--- config.mk ---
export PLATFORM = sky130hd
export DESIGN_NAME = alu_share_arbiter_flat
export DESIGN_NICKNAME = d
export VERILOG_FILES = /design/src/rtl/alu_pkg.sv /design/src/rtl/alu_share_arbiter_if.sv /design/src/rtl/alu_share_arbiter_rr_priority_pick.sv /design/src/rtl/alu_share_arbiter.sv /design/src/flat_wrapper.sv
export SDC_FILE = /design/constraint.sdc
export NUM_CORES = 1
export LEC_CHECK = 0
export CAP_MARGIN = 30
export CORE_MARGIN = 4
export CORE_UTILIZATION = 34
export DETAILED_ROUTE_END_ITERATION = 7
export GPL_ROUTABILITY_DRIVEN = 0
export PLACE_DENSITY = 0.79
export SYNTH_ARGS = -nofsm -noshare
export SYNTH_HDL_FRONTEND = slang
export SYNTH_SLANG_ARGS = --single-unit
--- constraint.sdc ---
create_clock -name Clk -period 1.3 [get_ports Clk]
set_input_delay 0.26 -clock Clk [delete_from_list [all_inputs] [get_ports Clk]]
set_output_delay 0.26 -clock Clk [all_outputs]
set_load 0.01 [all_outputs]
--- src/rtl/alu_pkg.sv ---
// Shared definitions for the ALU-sharing arbiter: ALU control codes, FSM states
// and the legal-opcode check.
package alu_pkg;

    localparam logic [3:0] ALU_AND = 4'b0000;
    localparam logic [3:0] ALU_OR  = 4'b0001;
    localparam logic [3:0] ALU_ADD = 4'b0010;
    localparam logic [3:0] ALU_SUB = 4'b0110;
    localparam logic [3:0] ALU_SLT = 4'b0111;
    localparam logic [3:0] ALU_NOR = 4'b1100;

    typedef enum logic [1:0] {
        IDLE = 2'd0,
        EXEC = 2'd1,
        RESP = 2'd2
    } state_t;

    function automatic logic alu_ctrl_legal(input logic [3:0] ctrl);
        logic legal;
        legal = 1'b0;
        case (ctrl)
            ALU_AND, ALU_OR, ALU_ADD, ALU_SUB, ALU_SLT, ALU_NOR: legal = 1'b1;
            default:                                            legal = 1'b0;
        endcase
        return legal;
    endfunction

endpackage

--- src/rtl/alu_share_arbiter_if.sv ---
// Requester, response and ALU-side signals of the shared-ALU arbiter.
// master = requesters plus ALU (environment), slave = the arbiter itself.
interface alu_share_arbiter_if #(
    parameter int NUM_REQ = 2,
    parameter int DATA_W  = 32,
    parameter int CTRL_W  = 4
);
    logic [NUM_REQ-1:0]        ReqValid;
    logic [NUM_REQ-1:0]        ReqReady;
    logic [NUM_REQ*CTRL_W-1:0] ReqCtrl;
    logic [NUM_REQ*DATA_W-1:0] ReqA;
    logic [NUM_REQ*DATA_W-1:0] ReqB;
    logic [NUM_REQ-1:0]        RspValid;
    logic [NUM_REQ-1:0]        RspReady;
    logic [DATA_W-1:0]         RspResult;
    logic                      RspZero;
    logic                      RspErr;
    logic [CTRL_W-1:0]         AluControl;
    logic [DATA_W-1:0]         AluA;
    logic [DATA_W-1:0]         AluB;
    logic [DATA_W-1:0]         AluResult;
    logic                      AluZero;

    modport master (
        output ReqValid, ReqCtrl, ReqA, ReqB, RspReady, AluResult, AluZero,
        input  ReqReady, RspValid, RspResult, RspZero, RspErr, AluControl, AluA, AluB
    );

    modport slave (
        input  ReqValid, ReqCtrl, ReqA, ReqB, RspReady, AluResult, AluZero,
        output ReqReady, RspValid, RspResult, RspZero, RspErr, AluControl, AluA, AluB
    );
endinterface

--- src/rtl/alu_share_arbiter_rr_priority_pick.sv ---
// Combinational round-robin picker: first asserted request at or after
// last_grant+1 (mod N) wins.
module rr_priority_pick #(
    parameter int N  = 2,
    parameter int IW = $clog2(N)
) (
    input  logic [N-1:0]  req,
    input  logic [IW-1:0] last_grant,
    output logic [N-1:0]  grant,
    output logic [IW-1:0] grant_idx,
    output logic          grant_any
);
    // cand_idx[k] is the requester examined k-th in this cycle's search order
    logic [IW-1:0] cand_idx [N];
    logic [N-1:0]  cand_req;

    generate
        for (genvar gi = 0; gi < N; gi++) begin : g_cand
            assign cand_idx[gi] = IW'((int'(last_grant) + 1 + gi) % N);
            assign cand_req[gi] = req[cand_idx[gi]];
        end
    endgenerate

    always_comb begin
        grant_any = |req;
        grant_idx = '0;
        for (int k = N - 1; k >= 0; k--) begin
            if (cand_req[k]) grant_idx = cand_idx[k];
        end
        grant = grant_any ? (N'(1) << grant_idx) : '0;
    end
endmodule

--- src/rtl/alu_share_arbiter.sv ---
// Time-shares one ALU among NUM_REQ requesters: round-robin accept, one EXEC
// cycle to capture the ALU output, then hold the response until the owner takes it.
module alu_share_arbiter
    import alu_pkg::*;
#(
    parameter int NUM_REQ = 2,
    parameter int DATA_W  = 32,
    parameter int CTRL_W  = 4
) (
    input logic             Clk,
    input logic             Reset,
    alu_share_arbiter_if.slave bus
);
    localparam int IW = $clog2(NUM_REQ);

    state_t              state_reg;
    logic [IW-1:0]       owner_reg;
    logic [IW-1:0]       last_grant_reg;
    logic [CTRL_W-1:0]   alu_ctrl_reg;
    logic [DATA_W-1:0]   alu_a_reg;
    logic [DATA_W-1:0]   alu_b_reg;
    logic [DATA_W-1:0]   rsp_result_reg;
    logic                rsp_zero_reg;
    logic                rsp_err_reg;
    logic [NUM_REQ-1:0]  rsp_valid_reg;

    logic [NUM_REQ-1:0]  pick_grant;
    logic [IW-1:0]       pick_idx;
    logic                pick_any;

    rr_priority_pick #(.N(NUM_REQ), .IW(IW)) u_pick (
        .req        (bus.ReqValid),
        .last_grant (last_grant_reg),
        .grant      (pick_grant),
        .grant_idx  (pick_idx),
        .grant_any  (pick_any)
    );

    // Acceptance is combinational so a request is taken on the edge it is seen.
    assign bus.ReqReady   = (state_reg == IDLE) ? pick_grant : '0;
    assign bus.RspValid   = rsp_valid_reg;
    assign bus.RspResult  = rsp_result_reg;
    assign bus.RspZero    = rsp_zero_reg;
    assign bus.RspErr     = rsp_err_reg;
    assign bus.AluControl = alu_ctrl_reg;
    assign bus.AluA       = alu_a_reg;
    assign bus.AluB       = alu_b_reg;

    always_ff @(posedge Clk) begin
        if (Reset) begin
            state_reg      <= IDLE;
            owner_reg      <= '0;
            last_grant_reg <= IW'(NUM_REQ - 1);
            alu_ctrl_reg   <= CTRL_W'(ALU_ADD);
            alu_a_reg      <= '0;
            alu_b_reg      <= '0;
            rsp_result_reg <= '0;
            rsp_zero_reg   <= 1'b0;
            rsp_err_reg    <= 1'b0;
            rsp_valid_reg  <= '0;
        end else begin
            case (state_reg)
                IDLE: begin
                    if (pick_any) begin
                        alu_ctrl_reg   <= bus.ReqCtrl[pick_idx*CTRL_W +: CTRL_W];
                        alu_a_reg      <= bus.ReqA[pick_idx*DATA_W +: DATA_W];
                        alu_b_reg      <= bus.ReqB[pick_idx*DATA_W +: DATA_W];
                        owner_reg      <= pick_idx;
                        last_grant_reg <= pick_idx;
                        state_reg      <= EXEC;
                    end
                end
                EXEC: begin
                    // Illegal opcodes report a forced zero result instead of ALU garbage
                    if (alu_ctrl_legal(4'(alu_ctrl_reg))) begin
                        rsp_result_reg <= bus.AluResult;
                        rsp_zero_reg   <= bus.AluZero;
                        rsp_err_reg    <= 1'b0;
                    end else begin
                        rsp_result_reg <= '0;
                        rsp_zero_reg   <= 1'b1;
                        rsp_err_reg    <= 1'b1;
                    end
                    rsp_valid_reg <= NUM_REQ'(1) << owner_reg;
                    state_reg     <= RESP;
                end
                RESP: begin
                    if (bus.RspReady[owner_reg]) begin
                        rsp_valid_reg <= '0;
                        state_reg     <= IDLE;
                    end
                end
                default: begin
                    rsp_valid_reg <= '0;
                    state_reg     <= IDLE;
                end
            endcase
        end
    end
endmodule
--- src/flat_wrapper.sv ---
// flat-port wrapper written by rule: the top's interface ports become plain ports
module alu_share_arbiter_flat import alu_pkg::*;
#(
    parameter int NUM_REQ = 2,
    parameter int DATA_W  = 32,
    parameter int CTRL_W  = 4
)
  (Clk, Reset, bus_ReqValid, bus_ReqCtrl, bus_ReqA, bus_ReqB, bus_RspReady, bus_AluResult, bus_AluZero, bus_ReqReady, bus_RspValid, bus_RspResult, bus_RspZero, bus_RspErr, bus_AluControl, bus_AluA, bus_AluB);
  alu_share_arbiter_if #(.NUM_REQ(NUM_REQ), .DATA_W(DATA_W), .CTRL_W(CTRL_W)) bus_i ();
  input logic Clk;
  input logic Reset;
  input wire logic [$bits(bus_i.ReqValid)-1:0] bus_ReqValid;
  input wire logic [$bits(bus_i.ReqCtrl)-1:0] bus_ReqCtrl;
  input wire logic [$bits(bus_i.ReqA)-1:0] bus_ReqA;
  input wire logic [$bits(bus_i.ReqB)-1:0] bus_ReqB;
  input wire logic [$bits(bus_i.RspReady)-1:0] bus_RspReady;
  input wire logic [$bits(bus_i.AluResult)-1:0] bus_AluResult;
  input wire logic [$bits(bus_i.AluZero)-1:0] bus_AluZero;
  output wire logic [$bits(bus_i.ReqReady)-1:0] bus_ReqReady;
  output wire logic [$bits(bus_i.RspValid)-1:0] bus_RspValid;
  output wire logic [$bits(bus_i.RspResult)-1:0] bus_RspResult;
  output wire logic [$bits(bus_i.RspZero)-1:0] bus_RspZero;
  output wire logic [$bits(bus_i.RspErr)-1:0] bus_RspErr;
  output wire logic [$bits(bus_i.AluControl)-1:0] bus_AluControl;
  output wire logic [$bits(bus_i.AluA)-1:0] bus_AluA;
  output wire logic [$bits(bus_i.AluB)-1:0] bus_AluB;
  assign bus_i.ReqValid = bus_ReqValid;
  assign bus_i.ReqCtrl = bus_ReqCtrl;
  assign bus_i.ReqA = bus_ReqA;
  assign bus_i.ReqB = bus_ReqB;
  assign bus_i.RspReady = bus_RspReady;
  assign bus_i.AluResult = bus_AluResult;
  assign bus_i.AluZero = bus_AluZero;
  assign bus_ReqReady = bus_i.ReqReady;
  assign bus_RspValid = bus_i.RspValid;
  assign bus_RspResult = bus_i.RspResult;
  assign bus_RspZero = bus_i.RspZero;
  assign bus_RspErr = bus_i.RspErr;
  assign bus_AluControl = bus_i.AluControl;
  assign bus_AluA = bus_i.AluA;
  assign bus_AluB = bus_i.AluB;
  alu_share_arbiter #(.NUM_REQ(NUM_REQ), .DATA_W(DATA_W), .CTRL_W(CTRL_W)) u_core (.Clk(Clk), .Reset(Reset), .bus(bus_i));
endmodule
==> impl_results.md <==
* Max Fclk at 673 MHz
* Worst-Skew Late Latency at 350 ps
* Reg2reg end: u_core.bus.AluA[14]
* Final Cell Area at 9230 sq um
* Final worst slack at -185 ps
* Destination of the critical timing path: u_core.bus.AluA[14]
* DR pass1 iterations at 5
* Unrepaired setup endpoints after global routing: true
* Clk_skew at 8.62 ps
* Final hold vios at 0
* Area after DPL at 7750 sq um
* Clock Tree Buf Depth at 2
* Synthesized cell area at 4560 sq um
* FF-to-FF path depth at 8
* Worst-path maximum fanout at 5
* Share of layout cells above drive strength 1 at 0.229
* Avg Synthesized Cell Area at 8.76 sq um
* Nature of the critical path startpoint: flip-flop
* Initial Util at 0.345
* Ports at 281
* Tightest Pin Transition at 498 ps
* Global route total overflow at 0
* Diodes inserted at 0
* Post-Syn Instances at 520
* Reg-to-reg startpoint: u_core.state_reg[1]
* DP Cell Count at 948
* Largest net degree at the start of global routing at 61
* Flop and latch count out of synthesis at 108
* Reg clk slew, reported paths at 80 ps
* Via count at 5871
* CTS tree: done
* Leak at 3.73 nW
* Die height at 124 um
* Crit. Startpoint: u_core.state_reg[1]
* CTS Root Cell: clkbuf_16
* Endpoints failing setup at 98
* Antenna viol nets, final at 0
* Non-Filler Instances at 1013
* Total wire length at 21900 um
* Period utilization at 1.14
* Nets at 1007
* CP endpoint kind: flip-flop
* Port Buffer Count at 280
* Die ar. at 15300 sq um
* Max-slew violation count at 0
* Failing checks: negative setup slack
* Commonest non-fill, non-tap cell in the layout: clkdlybuf4s50_1
* Layout area overhead at 103%
* Initial DRC Count at 427
* Worst Hold Class: primary input to flip-flop
* Wire per inst at 21.6 um
* Arr. time, crit path at 1750 ps
* DRC violations left at 0
* H-tree lvl count at 3
* Reported max-cap violation count at 0
* Slew headroom at 0.668
* Die Span X at 124 um
* Post-synth net total at 695
* Most frequent cells in the layout: clkdlybuf4s50_1 (171), dfxtp_1 (100), dlygate4sd2_1 (92)
* WS Path Type: flip-flop to flip-flop
* Post-DP HPWL at 13200 um
* Clock Sinks at 108
* Yosys warning count at 0
* Number of distinct library cells after synthesis at 34
* Worst slack, placed at -784 ps
* First-pass GRT wire length at 31200 um
* Status: finished with violations
* Reg2Reg Setup Slack at -190 ps
* Vias in the first global route at 5899
* Critical Path RT at 1570 ps
* Seq/Total Area, Yosys at 0.475
* Site Rows at 42
* Core Box Area at 13200 sq um
* TritonCTS buffer count at 9
* CTS Hold Bufs at 0
* Tmin final at 1490 ps
* Pwr dens at 1130 nW/um^2
* Vias per cell at 5.80
* VDD IR-drop max at 0.670 mV
* Initial antenna violation count at 0
* GR Util All Layers at 0.262
-- where the power goes --
| part | total, W | internal (W) | switching, W |
|---|---|---|---|
| Combinational | 0.00392 | 0.00219 | 0.00172 |
| Sequential | 0.00385 | 0.00363 | 0.000222 |
| Clock | 0.00266 | 0.00133 | 0.00133 |
| Total | 0.0104 | 0.00716 | 0.00328 |
-- per-stage QoR --
stage                     total power (W)  TNS [ps]  hold WS [ps]   util
final                              0.0104     -9340           415  0.700
after global routing               0.0109    -14460           425  0.700
after CTS                          0.0101     -8510           399  0.678
after detailed placement          0.00668    -50380           453  0.587
after global placement            0.00658    -57290           446  0.584
after floorplan                   0.00502         0           410      -
-- repair_timing --
item / 4_1_cts / 5_1_grt
gates cloned: 20 / 7
pin swaps: 73 / 92
gates resized for setup: 236 / 73
endpoints found under the setup margin: 208 / 113
buffers inserted: 21 / 8
-- worst max-delay path: stages (launching register included) --
cell and delay [ps]:
dfxtp_4 360, nor2_4 160, buf_6 140, buf_6 100, buf_8 110, buf_12 110, buf_16 110, nand4_1 90
a31oi_1 230
-- cell type report --
type / count / area, sq um
Tap cell: 176 / 220
Multi-Input combinational cell: 345 / 2460
Timing Repair Buffer: 366 / 4070
Clock buffer: 9 / 225
Fill cell: 987 / 3960
Clock inverter: 7 / 58.8
Sequential cell: 108 / 2190
Inverter: 2 / 7.51
-- cells by family after synthesis --
group / after synthesis / synth area share
simple gates: 162 / 0.185
buf+inv: 68 / 0.0640
compound gates: 180 / 0.272
mux: 1 / 0.00220
flops: 108 / 0.475
xor+xnor: 1 / 0.00192
-- metal layers --
layer  up-vias  global-route usage  part of all wire
met5         -                   0                 0
met4         0               0.143             0.043
met3        74              0.0613             0.091
met2       340               0.448              0.50
met1      2802               0.301              0.36
li1       2655                   -                 -
-- cell usage after synthesis, drive strengths merged --
cell | count | area, sq um
buf | 25 | 129
a32o | 32 | 320
a21oi | 24 | 120
a211o | 1 | 8.76
o21ai | 51 | 255
a311oi | 20 | 181
nand4bb | 1 | 11.3
clkbuf | 41 | 155
nand2 | 43 | 161
nor2b | 4 | 25.0
o221ai | 1 | 15.0
a21boi | 1 | 18.8
xor2 | 1 | 8.76
a211oi | 1 | 7.51
nor2 | 9 | 43.8
nand4 | 48 | 300
nand2b | 4 | 25.0
a31oi | 47 | 294
nand4b | 1 | 8.76
or2 | 2 | 12.5
inv | 2 | 7.51
a21bo | 1 | 10.0
nand3 | 48 | 240
nand3b | 2 | 15.0
dfxtp | 108 | 2160
o2bb2ai | 1 | 8.76
mux2i | 1 | 10.0
-- worst min-delay path by stage --
stage                                          end                     start  slack (ps)  cells after the start
after floorplan           u_core.bus.AluControl[1]            bus_ReqCtrl[5]         410                      2
after global placement    u_core.bus.RspResult[13]  u_core.bus.RspResult[13]         450                      1
after detailed placement   u_core.bus.RspResult[1]   u_core.bus.RspResult[1]         450                      1
after CTS                 u_core.bus.AluControl[2]           bus_ReqValid[0]         400                      4
after global routing      u_core.bus.AluControl[0]           bus_ReqValid[0]         430                      4
final                     u_core.bus.AluControl[0]           bus_ReqValid[0]         420                      4
No activity file was read; power rests on OpenSTA's default activity.
